$ cat src/rtl/instruction_fetch_unit.sv
// instruction_fetch_unit: owns the pc, fetches from combinational imem and queues {pc, instr} for decode
// Ports: clk, reset (sync, active-high); imem_addr/imem_instr memory side;
//   redirect_valid/redirect_pc/halt control; out_valid/out_ready/out_instr/out_pc decode side.
// Optional FETCH_PERF_CNT_EN adds fetch_count/flush_count outputs.
module instruction_fetch_unit #(
  parameter logic [31:0] RESET_PC = 32'h0000_0000,
  parameter int unsigned PC_STEP  = 4,
  parameter int unsigned DEPTH    = 2
) (
  input  logic        clk,
  input  logic        reset,
  output logic [31:0] imem_addr,
  input  logic [31:0] imem_instr,
  input  logic        redirect_valid,
  input  logic [31:0] redirect_pc,
  input  logic        halt,
  output logic        out_valid,
  input  logic        out_ready,
  output logic [31:0] out_instr,
  output logic [31:0] out_pc
`ifdef FETCH_PERF_CNT_EN
  ,
  output logic [31:0] fetch_count,
  output logic [31:0] flush_count
`endif
);
  localparam int AW = $clog2(DEPTH);
  localparam logic [AW:0] FULL = DEPTH[AW:0];
  logic [31:0] r_pc;
  logic [31:0] r_q_pc [DEPTH];
  logic [31:0] r_q_instr [DEPTH];
  logic [AW-1:0] r_wptr, r_rptr;
  logic [AW:0] r_count;
  logic w_pop, w_push;
  always_comb begin
    out_valid = !reset && r_count != '0;
    out_pc = out_valid ? r_q_pc[r_rptr] : '0;
    out_instr = out_valid ? r_q_instr[r_rptr] : '0;
    imem_addr = reset ? RESET_PC : r_pc;
    w_pop = out_valid && out_ready;
    // a full queue can still accept a fetch when the head leaves the same cycle
    w_push = !reset && !redirect_valid && !halt && (r_count < FULL || w_pop);
  end
  always_ff @(posedge clk) begin
    if (reset) begin
      r_pc <= RESET_PC;
      r_wptr <= '0;
      r_rptr <= '0;
      r_count <= '0;
    end else if (redirect_valid) begin
      r_pc <= {redirect_pc[31:2], 2'b00};
      r_wptr <= '0;
      r_rptr <= '0;
      r_count <= '0;
    end else begin
      if (w_push) begin
        r_q_pc[r_wptr] <= r_pc;
        r_q_instr[r_wptr] <= imem_instr;
        r_wptr <= r_wptr + 1'b1;
        r_pc <= r_pc + PC_STEP;
      end
      if (w_pop) r_rptr <= r_rptr + 1'b1;
      r_count <= r_count + {{AW{1'b0}}, w_push} - {{AW{1'b0}}, w_pop};
    end
  end
`ifdef FETCH_PERF_CNT_EN
  always_ff @(posedge clk) begin
    if (reset) begin
      fetch_count <= '0;
      flush_count <= '0;
    end else begin
      if (w_push) fetch_count <= fetch_count + 32'd1;
      if (redirect_valid && r_count != '0) flush_count <= flush_count + 32'd1;
    end
  end
`endif
endmodule
$ cat config.mk
export PLATFORM = sky130hd
export DESIGN_NAME = instruction_fetch_unit
export DESIGN_NICKNAME = d
export VERILOG_FILES = /design/src/rtl/instruction_fetch_unit.sv
export SDC_FILE = /design/constraint.sdc
export NUM_CORES = 1
export LEC_CHECK = 0
export CAP_MARGIN = 0
export CORE_ASPECT_RATIO = 1.75
export CORE_MARGIN = 1.5
export CORE_UTILIZATION = 50
export CTS_CLUSTER_SIZE = 28
export DETAILED_ROUTE_END_ITERATION = 7
export GPL_TIMING_DRIVEN = 0
export HOLD_SLACK_MARGIN = 0.15
export PLACE_DENSITY = 0.79
export SYNTH_ARGS = -nofsm -noshare
export SYNTH_HDL_FRONTEND = slang
export SYNTH_SLANG_ARGS = --single-unit
$ cat constraint.sdc
create_clock -name clk -period 6.1 [get_ports clk]
set_input_delay 1.22 -clock clk [delete_from_list [all_inputs] [get_ports clk]]
set_output_delay 1.22 -clock clk [all_outputs]
set_load 0.03 [all_outputs]
==> metrics.json, run 1 <==
{
  "min_path_cells": 0,
  "coreArea_sq_um": 13300,
  "timing.setup.tns_ns": 0,
  "worstPathRequired_ns": 4.88,
  "utilization": 0.693,
  "routed-via-count": 4789,
  "num-nets-final": 785,
  "root_buffer": "clkbuf_16",
  "postCtsResizedCells": 0,
  "rsz0062_at_grt": "no",
  "via_count_of_the_first_global_routing_pass": 4966,
  "syn_area_per_cell_sq_um": 12.8,
  "setup_violations": 0,
  "pwr_density_cell_nw_per_um2": 260,
  "worst_setup_hold_path_clk_slew_ns": 0.06,
  "dp_hpwl_mm": 11.3,
  "cts_buffers": 17,
  "number_of_maximum_capacitance_violations": 0,
  "routed_via_density": 5.32,
  "final.period_utilization": 0.772,
  "critical_path_class": "in -> out",
  "total_power_uw": 2400,
  "initial_core_util": 0.510,
  "worst-path-max-fanout": 10,
  "reg2reg_slack_ns": 3.34,
  "gr-usage-all-layers": 0.219,
  "reg2reg_launch_point": "r_count[1]",
  "grt_overflow": 0,
  "clock_power_share": 0.407,
  "post_synth_instance_area_sq_um": 6790,
  "drt_iter0_drc": 205,
  "post-route-min-period_ns": 4.71,
  "die_area_sq_um": 14300,
  "power_frac_comb": 0.081,
  "worstPathArrival_ns": 3.49,
  "highest_ir_drop_seen_on_vdd_mv": 0.219,
  "leakagePower_uw": 0.00303,
  "min-delay-path-class": "reg -> reg",
  "power_frac_seq": 0.512,
  "clock-skew-final_ns": 0.00578,
  "timing.hold.worst_endpoint": "r_q_pc[0][9]",
  "drtAntennaViolNets": 0,
  "sequential_share_of_the_synthesized_area": 0.652,
  "detailed_route_drc_error_count": 0,
  "holdWs_ns": 0.532,
  "cts.hold.buffers_added": 0,
  "route.detailed.wl_per_inst_um": 17.1,
  "io_pins": 166,
  "core.rowCount": 56,
  "synthCells": 531,
  "hold_viol": 0,
  "syn2layout_area_growth_pct": 35.9,
  "firstDrtPassIters": 7,
  "status": "complete, no violations",
  "postCtsSetupRepairBufs": 0,
  "worst_setup_path_end_kind": "output port",
  "synth_cell_type_count": 37,
  "cts_num_sinks": 159,
  "grt_start_max_net_pins": 41,
  "pre_cts_slack_ns": 1.35,
  "cts_htree_levels": 4,
  "chipWidth_um": 91.1,
  "p_switching_uw": 570,
  "place.gp.congestion": 0.892,
  "die-height_um": 157,
  "holdCritStartpoint": "r_pc[9]",
  "critical_path.startpoint_type": "input port",
  "drt-total-wl_mm": 15.4,
  "antenna_found_initial": 0,
  "worstMarginPinSlew_ns": 0.879,
  "timing.final.ws_setup_ns": 1.39,
  "drive_above_1_share": 0.0730,
  "io_buffers": 157,
  "yosys_warnings": 0,
  "worstRegToRegCells": 7,
  "slew_viol_final": 0,
  "antenna_cells": 0,
  "synth_seq_cells": 159,
  "insertion_delay_ns": 0.41,
  "fmaxAchievable_ghz": 0.212,
  "slew_headroom": 0.409,
  "internal_power_uw": 1830,
  "cts.path.max_buffers": 2,
  "first_pass_grt_wire_length_mm": 24.1,
  "end_of_the_worst_register_to_register_path": "r_q_pc[0][31]",
  "tritoncts": "built",
  "switching_share": 0.238
}
[layout make-up]
type                    instances  area, sq um
flip-flops and latches        159         4420
clock inverters                15          124
inverters                       5         18.8
well taps                     174          218
plain buffers                  36          165
clock buffers                  17          425
multi-input cells             334         2200
fillers                       960         4090
repair buffers                160         1650
[critical path, cell delays in order]
cell             delay, ns
clkdlybuf4s50_1       0.50
or2_2                 0.12
clkbuf_1              0.49
clkbuf_1              0.43
nor2_1                0.11
clkdlybuf4s50_1       0.62
[cell usage in the layout, fill, tap and decap left out, types with 4 or more instances in the layout]
master,n
nor2b_1,29
and3_1,5
nand2_1,18
mux2i_1,63
dfxtp_1,35
xnor2_1,12
inv_1,5
clkbuf_1,24
nand4_1,6
clkdlybuf4s50_1,157
o21ai_0,5
nor3_1,5
clkbuf_16,17
nor3_2,4
nand3_1,10
a211oi_1,17
buf_1,6
edfxtp_1,124
buf_4,4
a311oi_1,5
xor2_1,17
nor2_1,94
conb_1,4
inv_6,6
nor4_1,4
or3_1,4
a21oi_1,7
[routing by layer]
layer / share of wire / GRT usage
met5: 0 / 0
met4: 0.027 / 0.0856
met3: 0.050 / 0.0449
met2: 0.56 / 0.418
met1: 0.36 / 0.232
[how the worst max path moves through the flow]
stage | startpoint | end | slack [ns] | depth (start not counted)
3_3_place_gp | out_ready | r_q_pc[0][8] | -1.14 | 7
5_1_grt | reset | out_instr[5] | 1.19 | 6
2_1_floorplan | halt | r_q_instr[0][0] | 0.97 | 5
4_1_cts | reset | out_pc[23] | 1.34 | 6
3_5_place_dp | reset | out_instr[19] | 1.35 | 6
6_report | reset | out_instr[9] | 1.39 | 6
[stage by stage]
step | area (sq um) | instances
2_1_floorplan | 6800 | 534
3_3_place_gp | 8590 | 865
3_5_place_dp | 8670 | 868
4_1_cts | 9220 | 900
5_1_grt | 9220 | 900
6_report | 9220 | 900
[power groups by stage]
| stage | Combinational, uW | Sequential (uW) | Clock [uW] |
|---|---|---|---|
| finish | 193 | 1230 | 976 |
| global route | 206 | 1230 | 1040 |
| CTS | 194 | 1230 | 997 |
| detailed placement | 193 | 1250 | 0 |
| global placement | 184 | 1250 | 0 |
| floorplan | 97.2 | 1240 | 0 |
[registers in the layout (all words and copies together), names as in the netlist, named ones only]
name / flops
r_pc: 30
r_count: 2
r_q_instr: 64
r_rptr: 1
r_wptr: 1
r_q_pc: 60
[cell usage after synthesis, drive strengths merged]
cell type    n  area, sq um
conb         1         3.75
nand2       18         67.6
nand3       11         60.1
o22ai        3         18.8
clkbuf      24         90.1
or4          2         18.8
buf         12         75.1
or2          2         12.5
and3         6         37.5
and4         2         17.5
a211oi      17          128
nor3         9         65.1
and2         3         18.8
nor4         5         46.3
ha           3         37.5
o21ai        5         25.0
a21oi        7         35.0
edfxtp     124         3720
mux2i       63          631
nor2b       29          181
or3          4         25.0
or4b         1         10.0
nand4        8         62.6
inv          5         18.8
nor3b        3         22.5
nor2        95          357
xor2        17          149
xnor2       12          105
dfxtp       35          701
a311oi       5         43.8
[kinds of logic (layout without fill, tap and decap cells)]
group | Yosys count | after routing | synth area share
buffers and inverters | 41 | 233 | 0.0271
flip-flops | 159 | 159 | 0.652
AND/OR/NAND/NOR | 198 | 198 | 0.148
XOR/XNOR | 29 | 29 | 0.0374
AO/OA/AOI/OAI | 37 | 37 | 0.0369
multiplexers | 63 | 63 | 0.0929
adder cells (fa/ha/maj) | 3 | 3 | 0.00553
other | 1 | 4 | 0.000553
(Power assumes the default switching activity.)
==> run 2, diff against run 1 <==
==> constraint.sdc (replaced) <==
create_clock -name clk -period 4.53 [get_ports clk]
set_input_delay 0.906 -clock clk [delete_from_list [all_inputs] [get_ports clk]]
set_output_delay 0.906 -clock clk [all_outputs]
set_load 0.03 [all_outputs]
==> run 2 against run 1 <==
Compared with the run above:
- first-iteration DRC count is 21% lower
- global-route usage is 0.47 points lower
- clock power is 45% higher
- setup slack worse by 1.1 ns
- core utilization is 0.085 points higher
- cell count is 0.22% lower
- die area stayed put
- worst hold slack worse by 0.0034 ns
- routed wire length is 1.9% lower
- register-to-register slack worse by 1.8 ns
- critical path depth stayed put
- critical endpoint is now out_instr[20]
- largest power group unchanged
==> metrics.json, run 2 (synthesis gave the netlist of run 1 again) <==
{
  "largest_reg_flops": 64,
  "cts.hold.buffers_added": 0,
  "die-height_um": 157,
  "reg2reg_slack_ns": 1.49,
  "cts_htree_levels": 4,
  "route.detailed.wl_per_inst_um": 16.9,
  "postCtsResizedCells": 0,
  "cts_num_sinks": 159,
  "grtUsageMet3": 0.0420,
  "fillCellCount": 982,
  "worstRegToRegCells": 7,
  "post-route-min-period_ns": 4.19,
  "setup_violations": 0,
  "grt_start_max_net_pins": 41,
  "timing.setup.tns_ns": 0,
  "gr-usage-all-layers": 0.214,
  "timing.hold.worst_endpoint": "r_q_pc[0][23]",
  "dp_hpwl_mm": 11.2,
  "place.gp.congestion": 0.916,
  "routed-via-count": 4722,
  "holdWs_ns": 0.528,
  "grtUsageMet1": 0.224,
  "switching_share": 0.217,
  "critical_path.startpoint_type": "input port",
  "worst-path-max-fanout": 10,
  "cp-startpoint": "reset",
  "pwr_density_cell_nw_per_um2": 361,
  "core.rowCount": 56,
  "final.period_utilization": 0.925,
  "internal_power_uw": 2610,
  "slew_headroom": 0.352,
  "antenna_found_initial": 0,
  "multiInputGateArea_sq_um": 2200,
  "p_switching_uw": 723,
  "worstPathRequired_ns": 3.62,
  "registers_with_the_most_flip_flops": "r_q_instr x64, r_q_pc x60, r_pc x30",
  "drtAntennaViolNets": 0,
  "status": "complete, no violations",
  "number_of_maximum_capacitance_violations": 0,
  "grtUsageMet2": 0.396,
  "num-nets-final": 784,
  "critical_path_class": "in -> out",
  "cpMaxStageDelayCell": "clkdlybuf4s50_1",
  "cts.path.max_buffers": 2,
  "timing.final.ws_setup_ns": 0.338,
  "clock_power_share": 0.427,
  "root_buffer": "clkbuf_16",
  "insertion_delay_ns": 0.40,
  "fmaxAchievable_ghz": 0.239,
  "grt_overflow": 0,
  "rsz0062_at_grt": "no",
  "pre_cts_slack_ns": 0.345,
  "power_frac_comb": 0.077,
  "worst_setup_hold_path_clk_slew_ns": 0.06,
  "final-seq-area_sq_um": 4420,
  "leakagePower_uw": 0.00302,
  "global_route.peak_usage_layer": "met2",
  "worstPathArrival_ns": 3.29,
  "mostFrequentLayoutCells": "clkdlybuf4s50_1 (157), edfxtp_1 (124), nor2_1 (94), mux2i_1 (63), dfxtp_1 (35)",
  "kind_of_cell_with_the_highest_combined_delay_on_the_critical_path": "buffers and inverters",
  "drt-total-wl_mm": 15.1,
  "clock-skew-final_ns": 0.00708,
  "io_pins": 166,
  "cts_buffers": 17,
  "drive_above_1_share": 0.0704,
  "highest_ir_drop_seen_on_vdd_mv": 0.280,
  "power_frac_seq": 0.497,
  "placed_cells_incl_taps": 867,
  "min-delay-path-class": "reg -> reg",
  "initial_core_util": 0.510,
  "min_path_cells": 0,
  "coreArea_sq_um": 13300,
  "routed_via_density": 5.26,
  "postCtsSetupRepairBufs": 0,
  "syn2layout_area_growth_pct": 36.0,
  "first_pass_grt_wire_length_mm": 23.4,
  "regMostFlops": "r_q_instr",
  "worst_setup_path_end_kind": "output port",
  "reg2reg_launch_point": "r_count[1]",
  "holdCritStartpoint": "r_pc[23]",
  "via_count_of_the_first_global_routing_pass": 4799,
  "io_buffers": 157,
  "hold_viol": 0,
  "antenna_cells": 0,
  "final-instance-count-excl-fill": 898,
  "die_area_sq_um": 14300,
  "slew_viol_final": 0,
  "firstDrtPassIters": 5,
  "worstMarginPinSlew_ns": 0.969,
  "end_of_the_worst_register_to_register_path": "r_q_instr[0][21]",
  "timing.critical_path.slowest_cell_delay_ns": 0.62,
  "total_power_uw": 3330,
  "layout.cells.most_common": "clkdlybuf4s50_1",
  "detailed_route_drc_error_count": 0,
  "drt_iter0_drc": 161,
  "chipWidth_um": 91.1,
  "tritoncts": "built",
  "timing.critical_path.buf_inv": 4,
  "critical_path.cell_chain": "clkdlybuf4s50_1 -> or2_2 -> clkbuf_1 -> clkbuf_1 -> nor2_1 -> clkdlybuf4s50_1"
}
[run 2: changes by cell type in the layout (fill, tap and decap cells not counted)]
cell        before  now
inv_6            6    2
bufinv_16        0    3
inv_8            3    0
buf_16           2    0
clkbuf_1        24   26
clkinv_1         2    0
clkinv_4         2    4
buf_12           1    2
clkinvlp_4       1    2
[run 2: how the worst max path moves through the flow]
stage	end	depth (start not counted)
2_1_floorplan	r_q_instr[0][0]	5
6_report	out_instr[20]	6
3_5_place_dp	out_instr[20]	6
3_3_place_gp	r_q_instr[0][9]	7
4_1_cts	out_pc[23]	6
5_1_grt	out_pc[23]	6
[run 2: layout make-up]
| cell class | count | share of cell area |
|---|---|---|
| sequential | 159 | 0.479 |
| clock inverter | 12 | 0.0176 |
| tap | 174 | 0.0236 |
| buffer | 36 | 0.0179 |
| multi-input combinational | 334 | 0.238 |
| inverter | 5 | 0.00203 |
| clock buffer | 19 | 0.0469 |
| timing repair buffer | 159 | 0.175 |
[run 2: routing by layer]
metal / vias to the layer above / wire length, um
met2: 153 / 8400
met1: 2268 / 5500
met3: 35 / 637
li1: 2266 / -
met5: - / 0
met4: 0 / 595
[run 2: metrics by stage]
stage	util	area [sq um]
floorplan	-	6800
global placement	0.645	8590
detailed placement	0.649	8640
CTS	0.693	9230
global route	0.693	9230
finish	0.693	9230
[run 2: worst register-to-register path: stages (launching register included)]
cell,delay (ns)
dfxtp_1,0.33
nor2b_1,0.15
buf_6,0.13
nor2_1,0.23
buf_1,0.46
nand2_1,0.30
nor2_4,0.80
buf_12,0.31
[run 2: power groups by stage]
stage	clock network [uW]	logic, uW	registers [uW]
after floorplan	0	131	1670
after global placement	0	248	1680
after detailed placement	0	256	1680
after CTS	1450	257	1650
after global routing	1510	273	1660
final	1420	256	1650
